### config.mk
export PLATFORM = sky130hd
export DESIGN_NAME = lock_detect_flat
export DESIGN_NICKNAME = d
export VERILOG_FILES = /design/src/rtl/lock_detect_if.sv /design/src/rtl/lock_detect.sv /design/src/flat_wrapper.sv
export SDC_FILE = /design/constraint.sdc
export NUM_CORES = 1
export LEC_CHECK = 0
export BUFFER_PORTS_ARGS = -buffer_cell sky130_fd_sc_hd__buf_2
export CAP_MARGIN = 30
export CORE_ASPECT_RATIO = 0.8
export CORE_MARGIN = 8
export CORE_UTILIZATION = 35
export CTS_CLUSTER_SIZE = 14
export DETAILED_ROUTE_END_ITERATION = 8
export RECOVER_POWER = 25
export SLEW_MARGIN = 20
export SYNTH_ARGS = -nofsm -noshare
export SYNTH_HDL_FRONTEND = slang
export SYNTH_SLANG_ARGS = --single-unit
### constraint.sdc
create_clock -name refclk -period 9.9 [get_ports refclk]
set_clock_uncertainty 0.2 [all_clocks]
set_input_delay 0.495 -clock refclk [delete_from_list [all_inputs] [get_ports refclk]]
set_output_delay 0.495 -clock refclk [all_outputs]
set_load 0.05 [all_outputs]
### src/rtl/lock_detect_if.sv
// Lock-detector bus: measurement strobes in, lock status out.
interface lock_detect_if;
  logic        brake;
  logic [7:0]  divn;
  logic        cnt_valid;
  logic [15:0] cnt;
  logic        phase_valid;
  logic [7:0]  phase_err;
  logic [1:0]  lock_state;
  logic        locked;
  logic [16:0] freq_err;

  modport master (
    output brake, divn, cnt_valid, cnt, phase_valid, phase_err,
    input  lock_state, locked, freq_err
  );

  modport slave (
    input  brake, divn, cnt_valid, cnt, phase_valid, phase_err,
    output lock_state, locked, freq_err
  );
endinterface

### src/rtl/lock_detect.sv
// PLL lock detector: qualifies frequency then phase samples and reports the
// lock state.
module lock_detect #(
  parameter int unsigned FREQ_TOL   = 1,
  parameter int unsigned PHASE_TOL  = 4,
  parameter int unsigned LOCK_CNT   = 16,
  parameter int unsigned UNLOCK_CNT = 4
) (
  input  logic         refclk,
  input  logic         resetn,
  lock_detect_if.slave ld
);

  localparam int unsigned GW = $clog2(LOCK_CNT + 1);
  localparam int unsigned BW = $clog2(UNLOCK_CNT + 1);

  typedef enum logic [1:0] {
    ST_RESET        = 2'd0,
    ST_FREQ_SEARCH  = 2'd1,
    ST_FREQ_LOCKED  = 2'd2,
    ST_PHASE_LOCKED = 2'd3
  } state_e;

  state_e              state_q, state_d;
  logic [GW-1:0]       good_cnt_q, good_cnt_d;
  logic [BW-1:0]       bad_cnt_q, bad_cnt_d;
  logic                locked_q, locked_d;
  logic [16:0]         freq_err_q, freq_err_d;

  logic [16:0]         fdiff_c;
  logic [16:0]         fabs_c;
  logic [8:0]          pext_c;
  logic [8:0]          pabs_c;
  logic                freq_good_c;
  logic                phase_good_c;
  logic                freq_fail_c;
  logic [GW-1:0]       good_inc_c;
  logic [BW-1:0]       bad_inc_c;

  // Magnitudes: the 17-bit difference cannot wrap since cnt < 2^16.
  assign fdiff_c      = {1'b0, ld.cnt} - {9'b0, ld.divn};
  assign fabs_c       = fdiff_c[16] ? (17'd0 - fdiff_c) : fdiff_c;
  assign freq_good_c  = fabs_c <= 17'(FREQ_TOL);
  assign pext_c       = {ld.phase_err[7], ld.phase_err};
  assign pabs_c       = pext_c[8] ? (9'd0 - pext_c) : pext_c;
  assign phase_good_c = pabs_c <= 9'(PHASE_TOL);

  assign freq_fail_c  = ld.cnt_valid && !freq_good_c;
  assign good_inc_c   = (good_cnt_q == GW'(LOCK_CNT))   ? good_cnt_q : good_cnt_q + GW'(1);
  assign bad_inc_c    = (bad_cnt_q  == BW'(UNLOCK_CNT)) ? bad_cnt_q  : bad_cnt_q  + BW'(1);

  // State and status registers.
  always_ff @(posedge refclk) begin
    if (!resetn) begin
      state_q    <= ST_RESET;
      good_cnt_q <= '0;
      bad_cnt_q  <= '0;
      locked_q   <= 1'b0;
      freq_err_q <= '0;
    end else begin
      state_q    <= state_d;
      good_cnt_q <= good_cnt_d;
      bad_cnt_q  <= bad_cnt_d;
      locked_q   <= locked_d;
      freq_err_q <= freq_err_d;
    end
  end

  // Next state; brake outranks a frequency failure, which outranks phase.
  always_comb begin
    state_d    = state_q;
    good_cnt_d = good_cnt_q;
    bad_cnt_d  = bad_cnt_q;
    if (state_q == ST_RESET) begin
      state_d = ST_FREQ_SEARCH;
    end else if (ld.brake || (freq_fail_c && state_q != ST_FREQ_SEARCH)) begin
      state_d    = ST_FREQ_SEARCH;
      good_cnt_d = '0;
      bad_cnt_d  = '0;
    end else begin
      case (state_q)
        ST_FREQ_SEARCH: begin
          if (ld.cnt_valid) begin
            if (!freq_good_c) begin
              good_cnt_d = '0;
            end else if (good_inc_c == GW'(LOCK_CNT)) begin
              state_d    = ST_FREQ_LOCKED;
              good_cnt_d = '0;
            end else begin
              good_cnt_d = good_inc_c;
            end
          end
        end
        ST_FREQ_LOCKED: begin
          if (ld.phase_valid) begin
            if (!phase_good_c) begin
              good_cnt_d = '0;
            end else if (good_inc_c == GW'(LOCK_CNT)) begin
              state_d    = ST_PHASE_LOCKED;
              good_cnt_d = '0;
              bad_cnt_d  = '0;
            end else begin
              good_cnt_d = good_inc_c;
            end
          end
        end
        ST_PHASE_LOCKED: begin
          if (ld.phase_valid) begin
            if (phase_good_c) begin
              bad_cnt_d = '0;
            end else if (bad_inc_c == BW'(UNLOCK_CNT)) begin
              state_d    = ST_FREQ_LOCKED;
              good_cnt_d = '0;
              bad_cnt_d  = '0;
            end else begin
              bad_cnt_d = bad_inc_c;
            end
          end
        end
        default: state_d = ST_FREQ_SEARCH;
      endcase
    end
  end

  // Status outputs; a braked cycle discards its cnt sample.
  always_comb begin
    locked_d   = (state_d == ST_PHASE_LOCKED);
    freq_err_d = freq_err_q;
    if (ld.cnt_valid && !(ld.brake && state_q != ST_RESET)) begin
      freq_err_d = fdiff_c;
    end
  end

  assign ld.lock_state = state_q;
  assign ld.locked     = locked_q;
  assign ld.freq_err   = freq_err_q;

endmodule

### src/flat_wrapper.sv
// flat-port wrapper written by rule: the top's interface ports become plain ports
module lock_detect_flat 
#(
  parameter int unsigned FREQ_TOL   = 1,
  parameter int unsigned PHASE_TOL  = 4,
  parameter int unsigned LOCK_CNT   = 16,
  parameter int unsigned UNLOCK_CNT = 4
)
  (refclk, resetn, ld_brake, ld_divn, ld_cnt_valid, ld_cnt, ld_phase_valid, ld_phase_err, ld_lock_state, ld_locked, ld_freq_err);
  lock_detect_if ld_i ();
  input  logic refclk;
  input  logic resetn;
  input wire logic [$bits(ld_i.brake)-1:0] ld_brake;
  input wire logic [$bits(ld_i.divn)-1:0] ld_divn;
  input wire logic [$bits(ld_i.cnt_valid)-1:0] ld_cnt_valid;
  input wire logic [$bits(ld_i.cnt)-1:0] ld_cnt;
  input wire logic [$bits(ld_i.phase_valid)-1:0] ld_phase_valid;
  input wire logic [$bits(ld_i.phase_err)-1:0] ld_phase_err;
  output wire logic [$bits(ld_i.lock_state)-1:0] ld_lock_state;
  output wire logic [$bits(ld_i.locked)-1:0] ld_locked;
  output wire logic [$bits(ld_i.freq_err)-1:0] ld_freq_err;
  assign ld_i.brake = ld_brake;
  assign ld_i.divn = ld_divn;
  assign ld_i.cnt_valid = ld_cnt_valid;
  assign ld_i.cnt = ld_cnt;
  assign ld_i.phase_valid = ld_phase_valid;
  assign ld_i.phase_err = ld_phase_err;
  assign ld_lock_state = ld_i.lock_state;
  assign ld_locked = ld_i.locked;
  assign ld_freq_err = ld_i.freq_err;
  lock_detect #(.FREQ_TOL(FREQ_TOL), .PHASE_TOL(PHASE_TOL), .LOCK_CNT(LOCK_CNT), .UNLOCK_CNT(UNLOCK_CNT)) u_core (.refclk(refclk), .resetn(resetn), .ld(ld_i));
endmodule
==> impl_metrics.py <==
metrics = {
    "critical_path": {
        "path_buf_inv": 1,
        "crit_slowest_cell": "or4b_4",
        "slowest_delay_ps": 550,
        "cp_cell_sequence": "buf_2 -> ha_1 -> or3_1 -> nor3_4 -> or4b_4 -> or4b_4 -> and2_4 -> a2111oi_2 -> nand4_2 -> o41ai_4 -> a311oi_1 -> a21oi_1",
        "cpLargestDelayFamily": "simple AND/OR/NAND/NOR gates",
        "crit_path_end_kind": "flop",
        "cp_max_fo": 9,
        "startpoint_type": "primary input",
        "arrival_ps": 4290,
        "crit_path_frequent_cell": "or4b_4",
        "cp.required_ps": 9910,
        "critPathKind": "primary input to flop",
    },
    "cells_and_area": {
        "num_antenna_cells": 0,
        "final_layout_size_suffix_gt1_frac": 0.157,
        "design.final.nets": 465,
        "fin_area_sq_um": 3090,
        "area_delta_synth_final_pct": 15.6,
    },
    "logic_synthesis": {
        "avgSynthCellArea_sq_um": 7.42,
        "ys.flop_type": "dfxtp_1",
        "ys_seq_area_frac": 0.210,
        "synth_warnings": 0,
        "synth_edf_count": 0,
        "synth_cells": 360,
        "syn_nets": 416,
        "synthArstFlopShare": 0,
        "ys_types": 65,
        "synth_seq_cells": 28,
        "synth_area_sq_um": 2670,
    },
    "clock_tree": {
        "insertion_delay_ps": 270,
        "clkTransAtPathRegs_ps": 90,
        "post-cts-setup-buffers": 0,
        "clk_path_buf_depth": 2,
        "cts_resized": 0,
        "cts_tree": "done",
        "htree_levels": 1,
        "cts_buffers": 3,
        "numClockSinks": 28,
        "hold_buffers": 0,
        "cts_root_buf": "clkbuf_8",
    },
    "sta": {
        "fin_crit_sh": 0.433,
        "setup_tns_ps": 0,
        "hold_slack_ps": 267,
        "timing.fmax_mhz": 233,
        "rsz0062_at_grt": "no",
        "drv_slew": 0,
        "finalHoldViolCount": 0,
        "setup_slack_ps": 5620,
        "worst_pin_slew_ps": 752,
        "max_slew_margin": 0.492,
        "setup_violations": 0,
        "period_minus_slack_ps": 4280,
    },
    "detailed_routing": {
        "avgViaCountPerCell": 5.34,
        "routed-via-count": 2739,
        "ant_nets": 0,
        "drt_iter0_drc": 135,
        "post-route-drc-count": 0,
        "wl_per_cell_um": 13.8,
        "wl_um": 7070,
        "drt_first_pass_iters": 4,
    },
    "grt": {
        "gr-usage-all-layers": 0.132,
        "antenna_found_initial": 0,
        "grt_max_degree": 26,
        "grt-ovfl-total": 0,
        "grt_pass1_vias": 2540,
        "grt_pass1_wl_um": 12000,
    },
    "placement": {
        "portBuffers": 56,
        "gp_congestion": 0.886,
        "dpl_worst_slack_ps": 5340,
        "detailed_place_hpwl_um": 5770,
        "dpl_cell_area_sq_um": 3040,
    },
    "floorplan": {
        "dieWidth_um": 114,
        "core_area_sq_um": 7390,
        "initial_core_util": 0.361,
        "fp.dieH_um": 94.1,
        "dieArea_sq_um": 10700,
        "ioPinCount": 57,
        "rows": 28,
    },
    "power_and_ir_drop": {
        "vdd_drop_max_mv": 0.0480,
        "total_leakage_power_nw": 1.30,
        "power_density_nw_per_um2": 106,
        "power.total_w": 0.000327,
    },
    "worst_hold_path": {
        "min_path_type": "flop to flop",
    },
    "flow_run": {
        "maxCapViolations": 0,
    },
    "status": {
        "status": "finished, final reports clean",
    },
}
==> worst min-delay path, stage by stage, from the launching register on <==
cell	delay, ps
dfxtp_1	320
nand2_1	50
a21oi_1	50
==> synthesized netlist by cell type (7+ instances only) <==
master / n / area, sq um
nor2_1: 40 / 150
nand2_1: 30 / 113
dfxtp_1: 28 / 561
inv_1: 27 / 101
a21oi_1: 22 / 110
ha_1: 18 / 225
o21ai_0: 16 / 80.1
nand3_1: 14 / 70.1
clkbuf_1: 12 / 45.0
a211oi_1: 11 / 82.6
nor3_1: 10 / 50.1
nand2b_1: 8 / 50.1
a21o_1: 7 / 52.6
nand4_1: 7 / 43.8
o21a_1: 7 / 52.6
==> cell usage in the layout (no fill, tap or decap), drive strengths merged, types with 3 or more instances in the layout <==
cell and instances:
a211o 3, a211oi 12, a21boi 4, a21o 7, a21oi 23, a311oi 3
a31oi 4, a32oi 3, buf 45, clkbuf 16, dfxtp 28, ha 18
inv 27, nand2 30, nand2b 8, nand3 14, nand3b 3, nand4 8
nor2 40, nor2b 5, nor3 11, nor3b 4, nor4 6, o211ai 4
o21a 7, o21ai 18, o31ai 3, or2 3, or3 3, or4 3
xnor2 6, xor2 6
==> stage by stage <==
stage	instances	util
final	513	0.418
after global routing	513	0.418
after CTS	512	0.418
after detailed placement	508	0.411
after global placement	508	0.411
after floorplan	360	-
==> sequential cells by signal (all words and copies together), names as in the netlist <==
register              flops
u_core.ld.locked          1
u_core.ld.lock_state      2
u_core.bad_cnt_q          3
u_core.ld.freq_err       17
u_core.good_cnt_q         5
==> per-layer routing <==
metal	global-route usage	wire [um]	part of all wire	vias to the layer above
met3	0.0385	483	0.068	4
met2	0.196	2920	0.41	58
met4	0.0254	47	0.0066	0
li1	-	-	-	1427
met1	0.184	3620	0.51	1250
met5	0	0	0	-
==> logic make-up (layout without fill, tap and decap cells) <==
group,Yosys count,after routing,share of synthesized area
xor+xnor,12,12,0.0394
buf+inv,40,88,0.0567
simple gates,150,150,0.300
flops,28,28,0.210
compound gates,110,110,0.298
mux,1,1,0.00375
fa+ha+maj,19,19,0.0918
==> area by class of cell <==
type                            count  area, sq um
Inverter                           27          101
Fill cell                         773         4310
Multi-Input combinational cell    292         1960
Sequential cell                    28          561
Tap cell                          105          131
Timing Repair Buffer               57          277
Clock buffer                        4         55.1
==> final timing paths <==
check	start	end	slack [ps]	cells after the start
setup reg to reg	u_core.bad_cnt_q[0]	u_core.good_cnt_q[0]	6740	10
hold / removal	u_core.ld.freq_err[3]	u_core.ld.freq_err[3]	270	2
setup / recovery	ld_cnt[7]	u_core.good_cnt_q[0]	5620	12
hold reg to reg	u_core.ld.freq_err[3]	u_core.ld.freq_err[3]	270	2
==> power breakdown <==
group / total [W] / internal, W / switching (W)
clock: 0.0000695 / 0.0000356 / 0.0000339
combinational: 0.000135 / 0.0000445 / 0.0000903
sequential: 0.000123 / 0.000119 / 0.00000395
total: 0.000327 / 0.000199 / 0.000128
Note: power is estimated with default switching activity, not from simulation.
